**src/rtl/hydra_router.sv**
```systemverilog
// hydra_router: round-robin N-port Hydra packet router with config tap,
// odd-parity shared TX bus and saturating drop counter.
module hydra_router #(
   parameter int         WIDTH          = 64,
   parameter int         NUM_PORTS      = 4,
   parameter logic [7:0] GLOBAL_ID      = 8'hFF,
   parameter int         TIMEOUT_CYCLES = 255,
   parameter int         DROP_BITS      = 16
) (
   input  logic                           clk,
   input  logic                           reset,
   input  logic [7:0]                     chip_id,
   input  logic [NUM_PORTS-1:0]           enable_posi,
   input  logic [NUM_PORTS-1:0]           enable_piso_upstream,
   input  logic [NUM_PORTS-1:0]           enable_piso_downstream,
   input  logic [NUM_PORTS-1:0]           rx_valid,
   input  logic [NUM_PORTS*(WIDTH-1)-1:0] rx_data,
   output logic [NUM_PORTS-1:0]           rx_ack,
   input  logic                           local_valid,
   input  logic [WIDTH-2:0]               local_data,
   output logic                           local_ack,
   output logic                           cfg_valid,
   output logic [WIDTH-2:0]               cfg_data,
   input  logic                           cfg_ready,
   input  logic [NUM_PORTS-1:0]           tx_busy,
   output logic [NUM_PORTS-1:0]           tx_load,
   output logic [WIDTH-1:0]               tx_data,
   input  logic                           fifo_full,
   input  logic                           fifo_half,
   output logic [DROP_BITS-1:0]           drop_count
);

   localparam int PW = WIDTH - 1;
   localparam int NS = NUM_PORTS + 1;
   localparam int SW = $clog2(NS);
   localparam int TW = $clog2(TIMEOUT_CYCLES + 1);

   typedef enum logic [1:0] {IDLE, WAIT, ISSUE, DROP} state_t;

   state_t state, state_nx;

   logic [SW-1:0]        rr_ptr;
   logic [SW-1:0]        src;
   logic [PW-1:0]        pkt;
   logic [NUM_PORTS-1:0] dest;
   logic                 cfg_hit;
   logic [TW-1:0]        wait_cnt;

   logic [NS-1:0]        req;
   logic [2*NS-1:0]      req_rot;
   logic                 grant_ok;
   logic [SW-1:0]        grant;
   logic [PW-1:0]        sel_pkt;
   logic [NUM_PORTS-1:0] self_mask;
   logic [1:0]           typ;
   logic [7:0]           id;
   logic [PW-1:0]        pkt_nx;
   logic [NUM_PORTS-1:0] dest_nx;
   logic                 cfg_nx;
   logic                 go;
   logic                 expire;
   logic                 ack_pulse;

   assign req     = {local_valid, rx_valid & enable_posi};
   assign req_rot = {req, req} >> rr_ptr;

   always_comb begin
      grant_ok = 1'b0;
      grant    = '0;
      for (int k = 0; k < NS; k++) begin
         if (!grant_ok && req_rot[k]) begin
            grant_ok = 1'b1;
            grant    = SW'((int'(rr_ptr) + k) % NS);
         end
      end
   end

   always_comb begin
      sel_pkt   = local_data;
      self_mask = '0;
      for (int p = 0; p < NUM_PORTS; p++) begin
         if (grant == SW'(p)) begin
            sel_pkt      = rx_data[p*PW +: PW];
            self_mask[p] = 1'b1;
         end
      end
   end

   assign typ = sel_pkt[1:0];
   assign id  = sel_pkt[9:2];

   // Local config-read replies addressed to us carry live FIFO status.
   always_comb begin
      pkt_nx  = sel_pkt;
      cfg_nx  = 1'b0;
      dest_nx = enable_piso_upstream;
      if (grant == SW'(NUM_PORTS)) begin
         if (typ == 2'b11 && id == chip_id)
            pkt_nx[PW-2 -: 2] = {fifo_full, fifo_half};
      end else if (typ[1]) begin
         if (id == chip_id) begin
            cfg_nx  = 1'b1;
            dest_nx = '0;
         end else begin
            cfg_nx  = (id == GLOBAL_ID);
            dest_nx = enable_piso_downstream & ~self_mask;
         end
      end else begin
         dest_nx = enable_piso_upstream & ~self_mask;
      end
   end

   assign go     = ((dest & tx_busy) == '0) && (!cfg_hit || cfg_ready);
   assign expire = (wait_cnt == TW'(TIMEOUT_CYCLES - 1));

   always_ff @(posedge clk) begin
      if (reset) state <= IDLE;
      else       state <= state_nx;
   end

   always_comb begin
      state_nx  = state;
      tx_load   = '0;
      cfg_valid = 1'b0;
      ack_pulse = 1'b0;
      unique case (state)
         IDLE: if (grant_ok) state_nx = WAIT;
         WAIT: begin
            if (dest == '0 && !cfg_hit) state_nx = DROP;
            else if (go)                state_nx = ISSUE;
            else if (expire)            state_nx = DROP;
         end
         ISSUE: begin
            tx_load   = dest;
            cfg_valid = cfg_hit;
            ack_pulse = 1'b1;
            state_nx  = IDLE;
         end
         DROP: begin
            ack_pulse = 1'b1;
            state_nx  = IDLE;
         end
      endcase
   end

   always_comb begin
      rx_ack    = '0;
      local_ack = ack_pulse && (src == SW'(NUM_PORTS));
      for (int p = 0; p < NUM_PORTS; p++)
         rx_ack[p] = ack_pulse && (src == SW'(p));
   end

   always_ff @(posedge clk) begin
      if (reset) begin
         rr_ptr     <= '0;
         src        <= '0;
         pkt        <= '0;
         dest       <= '0;
         cfg_hit    <= 1'b0;
         wait_cnt   <= '0;
         tx_data    <= '0;
         cfg_data   <= '0;
         drop_count <= '0;
      end else begin
         if (state == IDLE && grant_ok) begin
            src      <= grant;
            pkt      <= pkt_nx;
            dest     <= dest_nx;
            cfg_hit  <= cfg_nx;
            wait_cnt <= '0;
            rr_ptr   <= (grant == SW'(NUM_PORTS)) ? '0 : grant + 1'b1;
         end
         if (state == WAIT)
            wait_cnt <= wait_cnt + 1'b1;
         // Outputs are registered on entry to ISSUE so the bus holds afterwards.
         if (state == WAIT && state_nx == ISSUE) begin
            tx_data  <= {~^pkt, pkt};
            cfg_data <= pkt;
         end
         if (state == DROP && drop_count != '1)
            drop_count <= drop_count + 1'b1;
      end
   end

endmodule

```
**config.mk**
```make
export PLATFORM = sky130hd
export DESIGN_NAME = hydra_router
export DESIGN_NICKNAME = d
export VERILOG_FILES = /design/src/rtl/hydra_router.sv
export SDC_FILE = /design/constraint.sdc
export NUM_CORES = 1
export LEC_CHECK = 0
export CAP_MARGIN = 10
export CELL_PAD_IN_SITES_DETAIL_PLACEMENT = 1
export CELL_PAD_IN_SITES_GLOBAL_PLACEMENT = 1
export CORE_AREA = 2 2 197 199
export CTS_CLUSTER_SIZE = 20
export DETAILED_ROUTE_END_ITERATION = 10
export DIE_AREA = 0 0 199 201
export PLACE_DENSITY = 0.82
export SLEW_MARGIN = 40
export SYNTH_ARGS = -nofsm -noshare
export SYNTH_HDL_FRONTEND = slang
export SYNTH_SLANG_ARGS = --single-unit
```
**constraint.sdc**
```tcl
create_clock -name clk -period 7.87 [get_ports clk]
set_input_delay 1.1805 -clock clk [delete_from_list [all_inputs] [get_ports clk]]
set_output_delay 1.1805 -clock clk [all_outputs]
set_load 0.01 [all_outputs]
```
==> qor_table.md <==
| Step | Quantity | Value |
| --- | --- | --- |
| clock tree | # H-tree levels | 4 |
| clock tree | Clock root buffer | clkbuf_16 |
| synthesis | Total of flip-flops plus latches after synthesis | 164 |
| setup path | Setup Crit Path Kind | reg2reg |
| clock tree | Clock insertion delay at the later pin of the skew report | 430 ps |
| pwr | Power per cell area | 475 mW/mm^2 |
| global route | Antenna violations before repair | 3 |
| clock tree | Clock edge transition at the registers on the reported setup and hold paths | 70 ps |
| synthesis | Share of synthesized cell area in full adder, half adder and majority cells | 3.01% |
| sta | Highest clock rate | 138 MHz |
| sta | Fraction of the cycle the final worst path needs | 92.0% |
| synthesis | Post-synth ARST share | 0% |
| setup path | Maximum cell stage delay along the critical path | 710 ps |
| synthesis | Register area share after synthesis | 29.3% |
| placed design | Count of placed standard cells including taps | 2354 |
| drt | Drt first-iter violations | 635 |
| setup path | Category of the worst setup path launch point | register |
| global route | Number of global-route vias before repair | 12.7k |
| sta | Final hold vios | 0 |
| synthesis | Post-synthesis cell type count | 73 |
| floorplan | Die Footprint | 0.0400 sq mm |
| sta | # setup viols final | 0 |
| setup path | Required time worst endpoint | 8190 ps |
| synthesis | Number of flops mapped to enable cells by yosys | 0 |
| global route | Wire length of the first global-routing pass | 74300 um |
| drt | DRT antenna net count | 0 |
| sta | Worst-case clock skew | 16.8 ps |
| finish | Growth of design area from synthesis to finish | 49.4% |
| drt | Final routed wire length divided by cell count | 20.5 um |
| job | Max-Cap Viols | 0 |
| global route | Overflow left after global routing | 0 |
| setup path | Number of buffers and inverters on the critical path | 6 |
| sta | Slew Viols, Final | 0 |
| finish | # nets final | 2231 |
| clock tree | Post-cts sizing count | 0 |
| synthesis | Synthesized cell area | 0.0112 sq mm |
| finish | Fin util | 43.9% |
| synthesis | Post-synth top flop | dfxtp_1 |
| synthesis | Synth Instances | 1483 |
| floorplan | Number of standard-cell rows in the floorplan | 72 |
| clock tree | Clock Path Buffers | 2 |
| drt | Detailed-router iteration count before antenna repair | 5 |
| synthesis | Post-synthesis average cell area | 7.56 sq um |
| synthesis | Area share of the largest cell type after synthesis | 29.3% |
| pwr | Total design power | 7.95 mW |
| setup path | Crit Path Max Fanout | 15 |
| pwr | Peak supply drop | 0.000390 V |
| floorplan | Core region area | 0.0381 sq mm |
| placed design | Port-buffer cells | 501 |
| synthesis | Dominant combinational cell family by area after synthesis | compound AO/OA/AOI/OAI gates |
| floorplan | I/O pin cnt | 502 |
| global route | Maximum number of pins on one net before global-route repair | 74 |
| floorplan | Chip Width | 199 um |
| placed design | Placer Congestion | 0.928 |
| floorplan | Height of the chip | 201 um |
| synthesis | Share of synthesized area spent on multiplexers | 6.69% |
| synthesis | Simple-gate share of the synthesized area | 18.9% |
| global route | Total routing usage reported by global routing | 24.1% |
| sta | Relative max-transition margin | 45.8% |
| finish | Final Instance Count excl. Fillers | 2388 |
| synthesis | List of most frequent post-synthesis cells | nand2_1 (244), dfxtp_1 (164), a21oi_1 (147), nor2_1 (135), o21ai_0 (84) |
| setup path | Category of the worst setup path capture point | register |
| synthesis | Most area-consuming cells after synthesis | dfxtp_1 (29%), nand2_1 (8.2%), a21oi_1 (6.6%) |
| sta | Unrepaired setup endpoints after global routing | no |
| sta | Measured slew at the worst slew-check pin | 813 ps |
| drt | Total number of vias | 12.3k |
| worst hold path | Min-delay worst type | reg2reg |
| clock tree | Sinks on the clock net | 164 |
| synthesis | Cell with the most instances after synthesis | nand2_1 |
| synthesis | Biggest area consumer among synthesized cells | dfxtp_1 |
| drt | Drt total wl | 49000 um |
| placed design | Hpwl dp | 39400 um |
| setup path | Critical path's top delay family | compound AO/OA/AOI/OAI gates |
| synthesis | Net Count, Synth | 1859 |
| clock tree | Clock tree from TritonCTS | done |
| synthesis | Xor/xnor cell area share of the yosys netlist | 7.11% |
| drt | Post-route DRC violation count | 0 |
| drt | Routed vias/inst | 5.17 |
| clock tree | Post CTS Setup Buffer Count | 0 |
| pwr | Leak Pwr | 6.17 nW |
| synthesis | Compound-Gate Fraction of Synth Area | 25.9% |
| sta | Final critical-path required period | 7240 ps |
| setup path | Slowest-stage cell, CP | or4_1 |
| synthesis | Synth Warn # | 0 |
| finish | Share of post-route cells with drive strength above 1 | 4.07% |
| floorplan | Starting utilization of the core area | 29.4% |
| setup path | Crit path top cell by count | ha_1 |
| setup path | Arrival time at the worst endpoint | 7560 ps |
| clock tree | Number of buffers added to fix hold violations after cts | 0 |
| sta | Setup TNS | 0 ps |
| outcome | Run status | completed |
| clock tree | CTS Buf Count | 17 |
sequential cells by signal, summed over array words and instances, names as in the netlist:
name	cells
rr_ptr	3
dest	4
state	2
drop_count	16
cfg_hit	1
pkt	63
wait_cnt	8
cfg_data	62
tx_data	2
src	3
worst register-to-register path, delay by kind of cell (launching register included):
kind / cells / cell delay [ps]
flip-flops: 1 / 300
buffers and inverters: 6 / 1070
AND/OR/NAND/NOR: 5 / 1310
AO/OA/AOI/OAI: 10 / 2450
XOR/XNOR: 1 / 230
adder cells (fa/ha/maj): 5 / 1430
multiplexers: 1 / 350
cells in the final DEF (no fill, tap or decap), types with 23 or more instances in the layout:
cell type        count
clkdlybuf4s50_1    500
nand2_1            242
dfxtp_1            164
a21oi_1            147
nor2_1             132
o21ai_0             84
a211oi_1            64
xnor2_1             63
mux2i_1             60
a22o_1              51
inv_1               29
xor2_1              28
ha_1                26
nand3_1             23
metrics by stage:
step	worst slack, ps	hold slack (ps)	cell area, sq um
CTS	719	486	16700
floorplan	1840	444	11200
detailed placement	757	476	16200
finish	632	483	16700
global route	81.9	512	16700
global placement	1120	460	16200
routing by layer:
layer,share of wire (%),track usage [%]
met5,0.027,0
met4,2.3,6.48
met3,5.0,4.22
met2,51,42.7
met1,42,29.6
cells by family after synthesis:
family | after synthesis
XOR/XNOR | 91
multiplexers | 68
buffers and inverters | 197
AND/OR/NAND/NOR | 493
adder cells (fa/ha/maj) | 27
AO/OA/AOI/OAI | 443
flip-flops | 164
final timing paths:
check,slack [ps],to,from,cells past startpoint
setup reg to reg,630,cfg_hit$_SDFFE_PP0P_,rr_ptr[1]$_SDFFE_PP0P_,28
hold reg to reg,480,cfg_data[17]$_SDFFE_PP0P_,cfg_data[17]$_SDFFE_PP0P_,2
hold / removal,480,cfg_data[17]$_SDFFE_PP0P_,cfg_data[17]$_SDFFE_PP0P_,2
setup / recovery,630,cfg_hit$_SDFFE_PP0P_,rr_ptr[1]$_SDFFE_PP0P_,28
power by group:
part / total (mW) / internal, mW / switching (mW)
logic: 5.95 / 2.34 / 3.61
clock network: 0.798 / 0.440 / 0.358
registers: 1.20 / 1.01 / 0.188
total: 7.95 / 3.79 / 4.16
final cells by class:
class,count,area (sq um)
fillers,4574,21400
repair buffers,518,5150
clock inverters,13,123
inverters,32,125
flip-flops and latches,164,3280
well taps,518,648
clock buffers,19,433
diodes,2,5.00
multi-input cells,1122,6970
(Power assumes the default switching activity.)
